[src/rtl/fetch_stage_if.sv]
// Fetch-stage bus bundle: instruction-memory request/response, redirect
// input from later stages, and the IF/ID register handshake.
interface fetch_stage_if #(
  parameter int PC_SIZE   = 32,
  parameter int INST_SIZE = 32
);
  logic                 redirect_valid;
  logic [PC_SIZE-1:0]   redirect_pc;
  logic                 imem_req_valid;
  logic [PC_SIZE-1:0]   imem_req_addr;
  logic                 imem_req_ready;
  logic                 imem_resp_valid;
  logic [INST_SIZE-1:0] imem_resp_data;
  logic [PC_SIZE-1:0]   IF_PCplus4_out;
  logic [INST_SIZE-1:0] IF_inst_out;
  logic                 IF_valid_out;
  logic                 id_ready;

  // Fetch stage side
  modport master (
    input  redirect_valid, redirect_pc, imem_req_ready, imem_resp_valid,
           imem_resp_data, id_ready,
    output imem_req_valid, imem_req_addr, IF_PCplus4_out, IF_inst_out,
           IF_valid_out
  );

  // Memory / pipeline side
  modport slave (
    output redirect_valid, redirect_pc, imem_req_ready, imem_resp_valid,
           imem_resp_data, id_ready,
    input  imem_req_valid, imem_req_addr, IF_PCplus4_out, IF_inst_out,
           IF_valid_out
  );
endinterface

[src/rtl/fetch_stage.sv]
// Instruction fetch stage: one outstanding memory request at a time,
// buffers the returned word for the IF/ID register, and honours redirects
// from later stages (discarding any response that belongs to the old path).
module fetch_stage #(
  parameter int                 PC_SIZE   = 32,
  parameter int                 INST_SIZE = 32,
  parameter logic [PC_SIZE-1:0] RESET_PC  = '0
) (
  input  logic          clk,
  input  logic          reset,
  fetch_stage_if.master bus
);

  // REQ: issue request; WAIT: request accepted, awaiting word;
  // HOLD: word presented to ID; FLUSH: awaiting a stale word to drop.
  typedef enum logic [1:0] {S_REQ, S_WAIT, S_HOLD, S_FLUSH} state_t;

  state_t               state_q, state_d;
  logic [PC_SIZE-1:0]   pc_q, pc_d;
  logic [PC_SIZE-1:0]   pcp4_q, pcp4_d;
  logic [INST_SIZE-1:0] inst_q, inst_d;
  logic [PC_SIZE-1:0]   pc_plus4;
  logic [PC_SIZE-1:0]   redirect_aligned;

  // Natural-width add wraps modulo 2^PC_SIZE
  assign pc_plus4         = pc_q + PC_SIZE'(4);
  assign redirect_aligned = {bus.redirect_pc[PC_SIZE-1:2], 2'b00};

  // State and buffer registers; reset overrides redirect and handshakes
  always_ff @(posedge clk) begin
    if (reset) begin
      state_q <= S_REQ;
      pc_q    <= RESET_PC;
      pcp4_q  <= '0;
      inst_q  <= '0;
    end else begin
      state_q <= state_d;
      pc_q    <= pc_d;
      pcp4_q  <= pcp4_d;
      inst_q  <= inst_d;
    end
  end

  // Next-state, pc and buffer update; redirect wins over every other event
  always_comb begin
    state_d = state_q;
    pc_d    = pc_q;
    pcp4_d  = pcp4_q;
    inst_d  = inst_q;
    unique case (state_q)
      S_REQ: begin
        if (!bus.redirect_valid && bus.imem_req_ready) state_d = S_WAIT;
      end
      S_WAIT: begin
        if (bus.redirect_valid) begin
          // A same-cycle response belongs to the old path: drop it now,
          // otherwise remember that the next one must be dropped.
          state_d = bus.imem_resp_valid ? S_REQ : S_FLUSH;
        end else if (bus.imem_resp_valid) begin
          state_d = S_HOLD;
          inst_d  = bus.imem_resp_data;
          pcp4_d  = pc_plus4;
          pc_d    = pc_plus4;
        end
      end
      S_HOLD: begin
        if (bus.redirect_valid || bus.id_ready) state_d = S_REQ;
      end
      S_FLUSH: begin
        if (bus.imem_resp_valid) state_d = S_REQ;
      end
      default: state_d = S_REQ;
    endcase
    if (bus.redirect_valid) pc_d = redirect_aligned;
  end

  // Outputs: request only from REQ, never during reset or a redirect cycle
  always_comb begin
    bus.imem_req_valid = !reset && (state_q == S_REQ) && !bus.redirect_valid;
    bus.imem_req_addr  = {pc_q[PC_SIZE-1:2], 2'b00};
    bus.IF_valid_out   = (state_q == S_HOLD);
    bus.IF_inst_out    = inst_q;
    bus.IF_PCplus4_out = pcp4_q;
  end

endmodule
[src/flat_wrapper.sv]
// flat-port wrapper written by rule: the top's interface ports become plain ports
module fetch_stage_flat 
#(
  parameter int                 PC_SIZE   = 32,
  parameter int                 INST_SIZE = 32,
  parameter logic [PC_SIZE-1:0] RESET_PC  = '0
)
  (clk, reset, bus_redirect_valid, bus_redirect_pc, bus_imem_req_ready, bus_imem_resp_valid, bus_imem_resp_data, bus_id_ready, bus_imem_req_valid, bus_imem_req_addr, bus_IF_PCplus4_out, bus_IF_inst_out, bus_IF_valid_out);
  fetch_stage_if #(.PC_SIZE(PC_SIZE), .INST_SIZE(INST_SIZE)) bus_i ();
  input  logic clk;
  input  logic reset;
  input wire logic [$bits(bus_i.redirect_valid)-1:0] bus_redirect_valid;
  input wire logic [$bits(bus_i.redirect_pc)-1:0] bus_redirect_pc;
  input wire logic [$bits(bus_i.imem_req_ready)-1:0] bus_imem_req_ready;
  input wire logic [$bits(bus_i.imem_resp_valid)-1:0] bus_imem_resp_valid;
  input wire logic [$bits(bus_i.imem_resp_data)-1:0] bus_imem_resp_data;
  input wire logic [$bits(bus_i.id_ready)-1:0] bus_id_ready;
  output wire logic [$bits(bus_i.imem_req_valid)-1:0] bus_imem_req_valid;
  output wire logic [$bits(bus_i.imem_req_addr)-1:0] bus_imem_req_addr;
  output wire logic [$bits(bus_i.IF_PCplus4_out)-1:0] bus_IF_PCplus4_out;
  output wire logic [$bits(bus_i.IF_inst_out)-1:0] bus_IF_inst_out;
  output wire logic [$bits(bus_i.IF_valid_out)-1:0] bus_IF_valid_out;
  assign bus_i.redirect_valid = bus_redirect_valid;
  assign bus_i.redirect_pc = bus_redirect_pc;
  assign bus_i.imem_req_ready = bus_imem_req_ready;
  assign bus_i.imem_resp_valid = bus_imem_resp_valid;
  assign bus_i.imem_resp_data = bus_imem_resp_data;
  assign bus_i.id_ready = bus_id_ready;
  assign bus_imem_req_valid = bus_i.imem_req_valid;
  assign bus_imem_req_addr = bus_i.imem_req_addr;
  assign bus_IF_PCplus4_out = bus_i.IF_PCplus4_out;
  assign bus_IF_inst_out = bus_i.IF_inst_out;
  assign bus_IF_valid_out = bus_i.IF_valid_out;
  fetch_stage #(.PC_SIZE(PC_SIZE), .INST_SIZE(INST_SIZE), .RESET_PC(RESET_PC)) u_core (.clk(clk), .reset(reset), .bus(bus_i));
endmodule
[config.mk]
export PLATFORM = sky130hd
export DESIGN_NAME = fetch_stage_flat
export DESIGN_NICKNAME = d
export VERILOG_FILES = /design/src/rtl/fetch_stage_if.sv /design/src/rtl/fetch_stage.sv /design/src/flat_wrapper.sv
export SDC_FILE = /design/constraint.sdc
export NUM_CORES = 1
export LEC_CHECK = 0
export ABC_AREA = 1
export CAP_MARGIN = 40
export CORE_MARGIN = 5
export CORE_UTILIZATION = 46
export CTS_BUF_LIST = sky130_fd_sc_hd__clkbuf_4 sky130_fd_sc_hd__clkbuf_8
export DETAILED_ROUTE_END_ITERATION = 8
export PLACE_DENSITY = 0.89
export SYNTH_ARGS = -nofsm -noshare
export SYNTH_HDL_FRONTEND = slang
export SYNTH_SLANG_ARGS = --single-unit
[constraint.sdc]
create_clock -name clk -period 1.87 [get_ports clk]
set_clock_uncertainty 0.05 [all_clocks]
set_input_delay 0.374 -clock clk [delete_from_list [all_inputs] [get_ports clk]]
set_output_delay 0.374 -clock clk [all_outputs]
set_load 0.005 [all_outputs]
==> flow_summary.toml <==
[min_path]
hold_class = "flop to flop"
holdPathStages = 2

[logic_synthesis]
synth_most_common_cell = "nand2_1"
synth-simple-area-share_pct = 32.9
yosys.area_share.xor_xnor_pct = 1.18
yosysSeqAreaShare_pct = 42.1
muxShareOfSynthArea_pct = 0
syn_avg_cell_area_um2 = 6.87
synth-adder-area-share_pct = 0.280
synth.distinct_cells = 29
synth_edf_count = 0
ys_async_sr_fraction_pct = 0
synth_top_area_share_pct = 42.1
ys.warnings.count = 0
synth_cells = 651
synth_common_cells = "161 x nand2_1, 107 x nor2_1, 94 x dfxtp_1, 63 x o21ai_0, 62 x inv_1"
synth_top_family_by_area = "simple AND/OR/NAND/NOR gates"
yosysTopAreaCell = "dfxtp_1"
netlist_area_um2 = 4470
ys.flop_type = "dfxtp_1"
synth_compound_area_share_pct = 13.7
synthTopCellsByArea = "dfxtp_1 42%, nand2_1 14%, nor2_1 9.0%, o21ai_0 7.1%, a21oi_1 5.4%"
synth-seq-cells = 94

[floorplanning]
core_area_um2 = 9640
ios = 168
fp.dieH_um = 109
die_w_um = 109
start_util_pct = 46.4
fp.dieArea_um2 = 11800
rows = 36

[clock_network]
postCtsHoldBufs = 0
cts-root-buf = "clkbuf_8"
clk_latency_ns = 0.35
clkTransAtPathRegs_ns = 0.08
post_cts_buffers = 0
numCtsBuffers = 9
cts_sinks = 94
htree_levels = 3
cts_tree = "yes"
clockBufferDepth = 2

[global_routing]
grt_pass1_wl_mm = 20.7
antenna_found_initial = 0
grt_max_degree = 60
grt_pass1_vias = 4275
track_usage_pct = 21.9
gr-total-overflow = 0

[power]
power_frac_clock_pct = 28.6
pwr-share-comb_pct = 24.0
p_total_uw = 4870
p_seq_share_pct = 47.4
power_switching_uw = 1360
p_leak_uw = 0.00250
peakVddDrop_v = 0.000403
powerDensity_nw_per_um2 = 756
switching_share_pct = 27.8
internal_power_uw = 3510

[cells_and_area]
post-route-util_pct = 66.8
diodes = 0
syn_to_final_growth_pct = 44.0
n_fill_cell = 847
layout-drive-gt1-share_pct = 8.75
num-nets-final = 877
finalNonFillerCells = 944

[place]
dp.cells = 928
gp_congestion = 0.907
portBuffers = 161
dp_hpwl_mm = 9.74

[routing]
drc_errors = 0
ant_nets = 0
wirelength_mm = 13.0
vias = 4615
wl_per_cell_um = 13.7
drt_iter0_markers = 186
via_per_inst = 4.89
drtPass1Iterations = 6

[setup_path]
crit_path_max_fanout = 4
startpoint_type = "flop"
cp-end-kind = "primary output"
cp.arrival_ns = 1.38
crit_type = "flop to primary output"
reg2reg_depth = 9
worstPathRequired_ns = 1.45

[timing]
rsz0062_at_grt = "no"
fin_crit_sh_pct = 96.6
report.final.hold_viol_count = 0
setup_viol_count_final = 0
period_needed_ns = 1.81
tns_ns = 0
drv_slew = 0
slew_headroom_pct = 59.9
hold_ws_ns = 0.415
max_slew.worst_pin.slew_ns = 0.602
fmax_mhz = 553

[run_status]
outcome = "completed"

[job]
max-cap-violations = 0
[power groups by stage]
stage	logic, µW	clock network [µW]	registers [µW]
after floorplan	543	0	2340
after global placement	1150	0	2340
after detailed placement	1170	0	2350
after CTS	1180	1440	2300
after global routing	1300	1530	2330
final	1170	1390	2310
[worst max-delay path: stages, from the launching register on]
cell and delay, ns:
dfxtp_1 0.38, buf_4 0.15, clkdlybuf4s50_1 0.51
[state kept, by name, indices dropped and copies added, names as in the netlist]
name / cells
u_core.bus.IF_inst_out: 32
u_core.bus.IF_PCplus4_out: 30
u_core.pc_q: 30
u_core.state_q: 2
[metrics by stage]
stage | worst slack [ns] | cell area (µm²)
6_report | 0.0631 | 6440
5_1_grt | 0.00825 | 6440
4_1_cts | 0.00841 | 6430
3_5_place_dp | -0.0548 | 6220
3_3_place_gp | -0.0455 | 6220
2_1_floorplan | 0.453 | 4480
[final timing paths]
kind | from | end | slack (ns)
worst max-delay path | u_core.pc_q[12]$_SDFFE_PP0P_ | bus_imem_req_addr[12] | 0.06
worst min-delay path | u_core.bus.IF_PCplus4_out[14]$_SDFFE_PP0P_ | u_core.bus.IF_PCplus4_out[14]$_SDFFE_PP0P_ | 0.41
worst max register to register | u_core.pc_q[2]$_SDFFE_PP0P_ | u_core.bus.IF_PCplus4_out[28]$_SDFFE_PP0P_ | 0.15
worst min register to register | u_core.bus.IF_PCplus4_out[14]$_SDFFE_PP0P_ | u_core.bus.IF_PCplus4_out[14]$_SDFFE_PP0P_ | 0.41
[layout make-up]
type	instances	area, µm²	share of cell area [%]
Tap cell	133	166	2.59
Sequential cell	94	1880	29.3
Clock buffer	13	166	2.59
Inverter	65	244	3.79
Timing Repair Buffer	174	1770	27.5
Multi-Input combinational cell	462	2170	33.6
Clock inverter	3	42.5	0.661
[cell usage in the layout (no fill, tap or decap), drive strengths merged]
master	synthesis	final
nand3b	1	1
dlymetal6s2s	0	1
clkinvlp	0	1
or2	1	1
nor3	1	1
dlygate4sd2	0	1
xnor2	2	2
nand3	40	40
clkbuf	22	13
nand2	167	167
bufinv	0	1
buf	11	14
xor2	4	4
a211oi	1	1
o21ai	63	63
nand4	1	1
a31oi	8	8
clkdlybuf4s50	0	158
clkinv	1	2
conb	1	4
and2	2	2
ha	1	1
a21oi	48	48
dfxtp	94	94
inv	64	64
nor2	118	118
[kinds of logic after synthesis]
logic type	after synthesis
compound gates	120
xor+xnor	6
fa+ha+maj	1
buf+inv	98
flops	94
other cells	1
simple gates	331
[per-layer routing]
layer,routed length (µm),track usage [%],vias up
met2,6170,37.2,168
li1,-,-,2348
met4,246,7.48,0
met3,1340,7.52,20
met5,0,0,-
met1,5220,25.8,2079
[repair_timing]
action / CTS / global route
gates resized for setup: 2 / 3
endpoints found under the setup margin: 2 / 2
pin swaps: 1 / 0
Note: power is estimated with default switching activity, not from simulation.
